File: src/rtl/vita49_sched_pkg.sv
// rtl/vita49_sched_pkg.sv - shared types and helpers for the VITA-49 timed-command scheduler
package vita49_sched_pkg;

  localparam int TS_W      = 96;
  localparam int ACT_W_DEF = 4;

  typedef enum logic [1:0] {
    IDLE,
    LOAD,
    ARMED,
    FIRE
  } state_t;

  typedef struct packed {
    logic [31:0]          tsi;
    logic [63:0]          tsf;
    logic [ACT_W_DEF-1:0] action;
  } cmd_t;

  // {tsi,tsf} compared as one unsigned word so a fractional rollover orders correctly.
  function automatic logic ts_reached(input logic [TS_W-1:0] now_ts,
                                      input logic [TS_W-1:0] tgt_ts);
    return now_ts >= tgt_ts;
  endfunction

endpackage

File: src/rtl/vita49_sched_if.sv
// rtl/vita49_sched_if.sv - timed-command offer channel (host side to scheduler)
interface vita49_sched_if #(
  parameter int ACT_W = 4
);

  logic [31:0]      cmd_tsi;
  logic [63:0]      cmd_tsf;
  logic [ACT_W-1:0] cmd_action;
  logic             cmd_valid;
  logic             cmd_ready;

  modport master (
    output cmd_tsi,
    output cmd_tsf,
    output cmd_action,
    output cmd_valid,
    input  cmd_ready
  );

  modport slave (
    input  cmd_tsi,
    input  cmd_tsf,
    input  cmd_action,
    input  cmd_valid,
    output cmd_ready
  );

endinterface

File: src/rtl/vita49_sched_fifo.sv
// rtl/vita49_sched_fifo.sv - synchronous command FIFO with combinational head read
module vita49_sched_fifo
  import vita49_sched_pkg::*;
#(
  parameter int  DEPTH   = 4,
  parameter type entry_t = cmd_t
) (
  input  logic                     clk,
  input  logic                     rst_n,
  input  logic                     flush,
  input  logic                     push,
  input  entry_t                   push_data,
  input  logic                     pop,
  output entry_t                   head,
  output logic [$clog2(DEPTH):0]   count,
  output logic                     full,
  output logic                     empty
);

  localparam int AW = $clog2(DEPTH);

  entry_t        mem [DEPTH];
  logic [AW:0]   wptr;
  logic [AW:0]   rptr;
  logic          do_push;
  logic          do_pop;

  // Pointers carry one extra MSB so full and empty differ only in that bit.
  assign empty   = (wptr == rptr);
  assign full    = (wptr[AW] != rptr[AW]) && (wptr[AW-1:0] == rptr[AW-1:0]);
  assign count   = wptr - rptr;
  assign head    = mem[rptr[AW-1:0]];
  assign do_push = push && !full && !flush;
  assign do_pop  = pop && !empty && !flush;

  always_ff @(posedge clk or negedge rst_n) begin
    if (!rst_n) begin
      wptr <= '0;
      rptr <= '0;
    end else if (flush) begin
      wptr <= '0;
      rptr <= '0;
    end else begin
      if (do_push) wptr <= wptr + 1'b1;
      if (do_pop)  rptr <= rptr + 1'b1;
    end
  end

  always_ff @(posedge clk) begin
    if (do_push) mem[wptr[AW-1:0]] <= push_data;
  end

endmodule

File: src/rtl/vita49_sched.sv
// rtl/vita49_sched.sv - timed-command scheduler: fires queued actions when {tsi,tsf} reaches target
module vita49_sched
  import vita49_sched_pkg::*;
#(
  parameter int DEPTH  = 4,
  parameter int ACT_W  = 4,
  parameter int LCNT_W = 16
) (
  input  logic                   samp_clk,
  input  logic                   ARESETN,
  input  logic [31:0]            tsi,
  input  logic [63:0]            tsf,
  vita49_sched_if.slave          cmd,
  input  logic                   flush,
  output logic                   fire,
  output logic [ACT_W-1:0]       fire_action,
  output logic                   late,
  output logic [LCNT_W-1:0]      late_cnt,
  output logic [$clog2(DEPTH):0] count,
  output logic                   busy
);

  localparam int CW = $clog2(DEPTH) + 1;

  // Same layout as cmd_t, with the action field sized by this instance's ACT_W.
  typedef struct packed {
    logic [31:0]      tsi;
    logic [63:0]      tsf;
    logic [ACT_W-1:0] action;
  } entry_t;

  entry_t            push_data;
  entry_t            head;
  logic              full;
  logic              empty;
  logic              push;
  logic              pop;
  state_t            state;
  logic [TS_W-1:0]   tgt_ts;
  logic [ACT_W-1:0]  tgt_act;
  logic              first_armed;
  logic [TS_W-1:0]   now_ts;
  logic              due;
  logic              past;

  assign cmd.cmd_ready = !full;
  assign push          = cmd.cmd_valid && !full;
  assign pop           = (state == FIRE);
  assign push_data     = '{tsi: cmd.cmd_tsi, tsf: cmd.cmd_tsf, action: cmd.cmd_action};
  assign busy          = (state != IDLE) || !empty;
  assign now_ts        = {tsi, tsf};
  assign due           = ts_reached(now_ts, tgt_ts);
  assign past          = now_ts > tgt_ts;

  vita49_sched_fifo #(
    .DEPTH   (DEPTH),
    .entry_t (entry_t)
  ) u_fifo (
    .clk       (samp_clk),
    .rst_n     (ARESETN),
    .flush     (flush),
    .push      (push),
    .push_data (push_data),
    .pop       (pop),
    .head      (head),
    .count     (count),
    .full      (full),
    .empty     (empty)
  );

  always_ff @(posedge samp_clk or negedge ARESETN) begin
    if (!ARESETN) begin
      state       <= IDLE;
      tgt_ts      <= '0;
      tgt_act     <= '0;
      first_armed <= 1'b0;
      fire        <= 1'b0;
      fire_action <= '0;
      late        <= 1'b0;
      late_cnt    <= '0;
    end else begin
      fire        <= 1'b0;
      fire_action <= '0;
      late        <= 1'b0;
      // late_cnt survives flush; only reset clears it.
      if (state == FIRE && late && late_cnt != '1) late_cnt <= late_cnt + 1'b1;
      if (flush) begin
        state       <= IDLE;
        first_armed <= 1'b0;
      end else begin
        case (state)
          IDLE: begin
            if (!empty) state <= LOAD;
          end
          LOAD: begin
            tgt_ts      <= {head.tsi, head.tsf};
            tgt_act     <= head.action;
            first_armed <= 1'b1;
            state       <= ARMED;
          end
          ARMED: begin
            first_armed <= 1'b0;
            if (due) begin
              state       <= FIRE;
              fire        <= 1'b1;
              fire_action <= tgt_act;
              // Only a target already behind time on arming counts as late.
              late        <= past && first_armed;
            end
          end
          FIRE: begin
            state <= (count > CW'(1)) ? LOAD : IDLE;
          end
          default: state <= IDLE;
        endcase
      end
    end
  end

endmodule

File: src/flat_wrapper.sv
// flat-port wrapper written by rule: the top's interface ports become plain ports
module vita49_sched_flat import vita49_sched_pkg::*;
#(
  parameter int DEPTH  = 4,
  parameter int ACT_W  = 4,
  parameter int LCNT_W = 16
)
  (samp_clk, ARESETN, tsi, tsf, flush, fire, fire_action, late, late_cnt, count, busy, cmd_cmd_tsi, cmd_cmd_tsf, cmd_cmd_action, cmd_cmd_valid, cmd_cmd_ready);
  vita49_sched_if #(.ACT_W(ACT_W)) cmd_i ();
  input  logic samp_clk;
  input  logic ARESETN;
  input  logic [31:0] tsi;
  input  logic [63:0] tsf;
  input  logic flush;
  output logic fire;
  output logic [ACT_W-1:0] fire_action;
  output logic late;
  output logic [LCNT_W-1:0] late_cnt;
  output logic [$clog2(DEPTH):0] count;
  output logic busy;
  input wire logic [$bits(cmd_i.cmd_tsi)-1:0] cmd_cmd_tsi;
  input wire logic [$bits(cmd_i.cmd_tsf)-1:0] cmd_cmd_tsf;
  input wire logic [$bits(cmd_i.cmd_action)-1:0] cmd_cmd_action;
  input wire logic [$bits(cmd_i.cmd_valid)-1:0] cmd_cmd_valid;
  output wire logic [$bits(cmd_i.cmd_ready)-1:0] cmd_cmd_ready;
  assign cmd_i.cmd_tsi = cmd_cmd_tsi;
  assign cmd_i.cmd_tsf = cmd_cmd_tsf;
  assign cmd_i.cmd_action = cmd_cmd_action;
  assign cmd_i.cmd_valid = cmd_cmd_valid;
  assign cmd_cmd_ready = cmd_i.cmd_ready;
  vita49_sched #(.DEPTH(DEPTH), .ACT_W(ACT_W), .LCNT_W(LCNT_W)) u_core (.samp_clk(samp_clk), .ARESETN(ARESETN), .tsi(tsi), .tsf(tsf), .cmd(cmd_i), .flush(flush), .fire(fire), .fire_action(fire_action), .late(late), .late_cnt(late_cnt), .count(count), .busy(busy));
endmodule
File: config.mk
export PLATFORM = sky130hd
export DESIGN_NAME = vita49_sched_flat
export DESIGN_NICKNAME = d
export VERILOG_FILES = /design/src/rtl/vita49_sched_pkg.sv /design/src/rtl/vita49_sched_if.sv /design/src/rtl/vita49_sched_fifo.sv /design/src/rtl/vita49_sched.sv /design/src/flat_wrapper.sv
export SDC_FILE = /design/constraint.sdc
export NUM_CORES = 1
export LEC_CHECK = 0
export ABC_AREA = 1
export BUFFER_PORTS_ARGS = -buffer_cell sky130_fd_sc_hd__buf_4
export CAP_MARGIN = 10
export CORE_UTILIZATION = 40
export DETAILED_ROUTE_END_ITERATION = 7
export GPL_TIMING_DRIVEN = 0
export HOLD_SLACK_MARGIN = 0.02
export PLACE_DENSITY_LB_ADDON = 0.3
export SYNTH_ARGS = -nofsm -noshare
export SYNTH_HDL_FRONTEND = slang
export SYNTH_SLANG_ARGS = --single-unit
File: constraint.sdc
create_clock -name samp_clk -period 12.2 [get_ports samp_clk]
set_input_delay 1.22 -clock samp_clk [delete_from_list [all_inputs] [get_ports samp_clk]]
set_output_delay 1.22 -clock samp_clk [all_outputs]
set_load 0.01 [all_outputs]
# Word level (Yosys, flattened, before mapping)
# Memory sizes are Yosys's and may differ from the RTL's. A register that Yosys moved wholly into a read port is not among the register bits.
# Index checks and enable logic that the tools add are counted.
# classes
add_sub_neg,4
n_mux,22
reduce_logical,21
n_eq_ne,9
n_lt_le_gt_ge,3
bitwise_logic,1
# ops
cell,n
$ge A96 B96 Y1,1
$gt A96 B96 Y1,1
$add A16 B1 Y16 const B,1
$ne A16 B16 Y1 const B,1
$mux W3,4
$mux W4,3
$mux W1,10
$logic_and A1 B1 Y1,9
$pmux W2 S4,1
$add A3 B1 Y3 const B,2
$mux W2,3
$reduce_bool A2 Y1,3
$eq A2 B2 Y1 const B,2
$logic_not A1 Y1,4
$reduce_and A2 Y1,2
$eq A3 B3 Y1,1
$gt A3 B1 Y1 const B,1
$ne A3 B2 Y1 const B,1
$ne A3 B3 Y1 const B,1
$reduce_bool A3 Y1,1
$sub A3 B3 Y3,1
$eq A2 B1 Y1 const B,1
$eq A2 B2 Y1,1
$logic_not A2 Y1,1
4 further kinds,4
# totals
output_inout_bits,27
mem_bits_rw,400
n_memories,1
register_bits,31
word_cells,69
# memory_table
memory,depth,word_bits,rd,rd_ports_with_merged_regs,write_ports,line_no,text
u_core.u_fifo.mem,4,100,1,1,1,vita49_sched_fifo.sv:22,entry_t mem [DEPTH];

# Longest topological paths before layout
# depth
depth_word,8
ltp_mapped,18
depth_no_buf,18

# Hierarchy
# A second synthesis with hierarchy kept.
# hier_totals
hier_cells,1910
hier_area_um2,22681.8
# by_module_without_submodules
module,cells_each,area_per_inst_um2,instances
vita49_sched_fifo,1038,15309.7,1
vita49_sched,872,7372.1,1

# Worst setup path after synthesis
# OpenSTA, ideal clock, no wires.
# synth_path
path_type,flip-flop to flip-flop
from,reg u_core.u_fifo.rptr[1]
to,mem u_core.u_fifo.mem[0][0] in the netlist's numbering (enable)
path_buffers,3
slack_ns,5.680
stages_incl_launch_ff,11
required_ns,11.641
setup_time_ns,0.559
arrival_time_ns,5.961
cell_sequence,dfrtp_1 buf_2 inv_1 buf_2 clkbuf_1 ha_1 nand3_1 nand2_1 nor2_1 inv_1 nor2_1
# synth_between
elab_chain_len,8
# synth_rtl
item,line_no,text
start: declaration,vita49_sched_fifo.sv:24,logic [AW:0] rptr;
start signal: assignment,vita49_sched_fifo.sv:45,if (do_pop) rptr <= rptr + 1'b1;
$eq A2 B2 Y1 (*),vita49_sched_fifo.sv:30,assign full = (wptr[AW] != rptr[AW]) && (wptr[AW-1:0] == rptr[AW-1:0]);
$logic_and A1 B1 Y1 (*),vita49_sched_fifo.sv:30,
$logic_not A1 Y1 (*),--,
via cmd_cmd_ready,flat_wrapper.sv:25,output wire logic [$bits(cmd_i.cmd_ready)-1:0] cmd_cmd_ready;
$logic_and A1 B1 Y1,vita49_sched.sv:47,assign push = cmd.cmd_valid && !full;
$logic_and A1 B1 Y1 (*) (2 in series),vita49_sched_fifo.sv:33,assign do_push = push && !full && !flush;
$mux W1 (*),vita49_sched_fifo.sv:50,if (do_push) mem[wptr[AW-1:0]] <= push_data;
$mux W1 (not written as such) (*),vita49_sched_fifo.sv:50,
end: declaration,vita49_sched_fifo.sv:22,
# The timed path passes the listed nets; every way through them passes the cells marked *.

# Final worst setup path
# layout_path
from,reg u_core.u_fifo.rptr[1]
to,out busy
# layout_between
elab_chain_len,3
# layout_rtl
item,line_no,text
$eq A3 B3 Y1,vita49_sched_fifo.sv:29,assign empty = (wptr == rptr);
$logic_not A1 Y1,vita49_sched.sv:50,assign busy = (state != IDLE) || !empty;
$logic_or A1 B1 Y1,vita49_sched.sv:50,
end: declaration,flat_wrapper.sv:20,output logic busy;
# No other way between the ends.

==> results_dict.tcl <==
set metrics [dict create \
    utilization_pct 49.1 \
    vias 15200 \
    drt_iter0_drc 1042 \
    drc 0 \
    ant_nets 0 \
    rsz0062_at_grt "no" \
    dpl.hpwl_um 38800 \
    hold_end "u_core.late_cnt[14]" \
    postCtsResizedCells 0 \
    fin_nets 2500 \
    max_clock_freq_mhz 237 \
    timing.final.crit_share_pct 34.6 \
    status "finished, final reports clean" \
    r2r-start "u_core.u_fifo.rptr[1]" \
    fin_tns_setup_ns 0 \
    cts_htree_levels 2 \
    top_usage_layer "met2" \
    switching_share_pct 28.0 \
    syn_nets 2202 \
    setup_viol 0 \
    reg2reg_depth 13 \
    routed_wl_um 57200 \
    numCtsBuffers 54 \
    tritoncts "done" \
    finalWeightedCongestion 0.787 \
    first_pass_iters 7 \
    worstPathArrival_ns 3.00 \
    die_w_um 238 \
    synthCells 1893 \
    grt_use_met3_pct 3.35 \
    timing.final.crit_period_ns 4.22 \
    yosys.area.top_type "edfxtp_1" \
    min_from "u_core.late_cnt[14]" \
    ctsHoldBuffers 0 \
    yosys_warnings 0 \
    p_comb_share_pct 20.5 \
    cp-end-kind "output port" \
    synth_cell_types 38 \
    clock_path_buffers 3 \
    clkTransAtPathRegs_ns 0.06 \
    yosysSeqAreaShare_pct 68.4 \
    grt_pass1_wl_um 87100 \
    path_max_fanout 10 \
    port_buffers 225 \
    p_seq_share_pct 45.8 \
    p_int_mw 3.48 \
    relSlewSlack_pct 53.1 \
    clockRootBuffer "clkbuf_16" \
    drive_gt1_share_pct 15.5 \
    antenna_found_initial 8 \
    cts.sinks 531 \
    avgSynthCellArea_um2 11.8 \
    hold_viol_final 0 \
    clk_latency_ns 0.60 \
    pwr-share-clk_pct 33.7 \
    ioPinCount 227 \
    powerDensity_nw_per_um2 178 \
    area_delta_synth_final_pct 21.2 \
    cap_violations 0 \
    tightest_slew_ns 0.704 \
    whs_path_depth 1 \
    yosysTopAreaCellShare_pct 53.7 \
    power_switching_mw 1.35 \
    fin_worst_skew_ns 0.0233 \
    startpoint_type "register" \
    post_cts_buffers 0 \
    crit_type "register to output port" \
    placementRows 86 \
    core_area_um2 55200 \
    post_drt_wl_per_cell_um 19.2 \
    initial_utilization_pct 40.5 \
    netlist_area_um2 22400 \
    grt_pass1_vias 15300 \
    crit_required_ns 10.98 \
    die_area_um2 56900 \
    synth_seq_cells 531 \
    r2r_slack_ns 8.15 \
    finalMaxSlewViolations 0 \
    grt_max_degree 69 \
    use_met2_pct 33.6 \
    r2r_end "u_core.u_fifo.mem[1][44]" \
    hp-class "register to register" \
    use_met1_pct 27.0 \
    irDropWorstVdd_mv 0.107 \
    netlist_top_cells_area "edfxtp_1, dfrtp_1, o21ai_0, ha_1, nor2_1" \
    viasPerCell 5.10 \
    track_usage_pct 20.1 \
    grt-ovfl-total 0 \
    die_y_um 238 \
    p_leak_nw 10.7 \
]
[cell usage after synthesis]
| cell | count |
|---|---|
| a211oi_1 | 1 |
| a21o_1 | 4 |
| a21oi_1 | 46 |
| a31oi_1 | 1 |
| and3_1 | 1 |
| buf_1 | 3 |
| buf_2 | 13 |
| clkbuf_1 | 73 |
| dfrtp_1 | 131 |
| edfxtp_1 | 400 |
| fa_1 | 1 |
| ha_1 | 108 |
| inv_1 | 148 |
| mux2_2 | 1 |
| mux2i_1 | 1 |
| nand2_1 | 227 |
| nand2_2 | 4 |
| nand3_1 | 18 |
| nand3_2 | 2 |
| nand3_4 | 1 |
| nand4_1 | 9 |
| nor2_1 | 251 |
| nor2_2 | 2 |
| nor2_4 | 2 |
| nor2b_1 | 1 |
| nor3_1 | 3 |
| nor3_2 | 3 |
| nor3b_1 | 1 |
| nor3b_2 | 1 |
| nor4_1 | 1 |
| o211ai_1 | 1 |
| o21a_1 | 5 |
| o21ai_0 | 290 |
| o21ai_1 | 21 |
| o21bai_1 | 2 |
| o22ai_1 | 99 |
| xnor2_1 | 5 |
| xor2_1 | 12 |
[state kept, by name, summed over array words and instances (netlist names)]
name                flops
u_core.late             1
u_core.u_fifo.rptr      3
u_core.tgt_act          4
u_core.late_cnt        16
u_core.u_fifo.mem     400
u_core.tgt_ts          96
u_core.fire             1
u_core.state            2
u_core.first_armed      1
u_core.fire_action      4
u_core.u_fifo.wptr      3
[stage by stage]
step | cell area (µm²) | instances | total power [mW] | hold WS, ns | worst slack (ns)
CTS | 27100 | 2983 | 4.87 | 0.497 | 7.92
detailed placement | 25400 | 2883 | 3.24 | 0.489 | 8.16
finish | 27100 | 2985 | 4.83 | 0.497 | 7.98
floorplan | 22400 | 1893 | 2.88 | 0.452 | 5.68
global placement | 25000 | 2866 | 3.20 | 0.478 | 1.11
global route | 27100 | 2984 | 5.10 | 0.518 | 7.78
[logic make-up (layout without fill, tap and decap cells)]
family / count (synthesis) / in the layout / synth area share (%)
adder cells (fa/ha/maj): 109 / 109 / 6.13
XOR/XNOR: 17 / 17 / 0.666
AND/OR/NAND/NOR: 527 / 527 / 9.49
flip-flops: 531 / 531 / 68.4
buffers and inverters: 237 / 579 / 4.05
other: 0 / 2 / 0
multiplexers: 2 / 2 / 0.0951
AO/OA/AOI/OAI: 470 / 470 / 11.2
[layer usage]
metal / share of wire, % / vias up
li1: - / 7252
met1: 44 / 7474
met2: 48 / 405
met3: 6.0 / 92
met4: 2.3 / 8
met5: 0.075 / -
[layout make-up]
class,count,area [µm²]
multi-input cells,1125,6200
clock buffers,88,1570
plain buffers,89,350
clock inverters,12,163
flip-flops and latches,531,15300
fillers,4914,28100
well taps,748,936
inverters,148,556
repair buffers,242,2050
diodes,2,5.00
[power by group through the flow]
stage	clock network, mW	registers (mW)	logic, mW
2_1_floorplan	0	2.24	0.641
3_3_place_gp	0	2.25	0.946
3_5_place_dp	0	2.25	0.995
4_1_cts	1.66	2.21	1.00
5_1_grt	1.72	2.23	1.15
6_report	1.63	2.21	0.991
[cells in the final DEF (no fill, tap or decap), types with 7 or more instances in the layout]
cell type    n
o21ai_1     21
nor2_1     247
ha_1       108
a21oi_1     46
o21ai_0    290
nand2_1    227
clkbuf_8     7
edfxtp_1   400
buf_12      15
buf_4      224
buf_2       13
nand3_1     18
dfrtp_1    131
o22ai_1     99
xor2_1      12
nand4_1      9
clkbuf_1    99
clkbuf_16   55
inv_1      148
[worst max-delay path by stage]
stage | startpoint | end | slack (ns) | cells past startpoint
after global placement | u_core.u_fifo.rptr[1] | u_core.u_fifo.mem[0][67] | 1.11 | 10
after global routing | u_core.u_fifo.rptr[1] | busy | 7.78 | 9
after floorplan | u_core.u_fifo.rptr[1] | u_core.u_fifo.mem[0][0] | 5.68 | 10
final | u_core.u_fifo.rptr[1] | busy | 7.98 | 9
after detailed placement | u_core.u_fifo.rptr[1] | u_core.u_fifo.mem[1][44] | 8.16 | 13
after CTS | u_core.u_fifo.rptr[1] | busy | 7.92 | 9
[worst max-delay path, cell delays in order (launching register included)]
cell and delay [ns]:
dfrtp_1 0.44, buf_2 0.30, inv_1 0.14, buf_2 0.39
clkbuf_1 0.44, ha_1 0.35, nand3_1 0.11, inv_1 0.06
nand2_1 0.07, buf_4 0.12
Power figures use the tool's default switching activity.
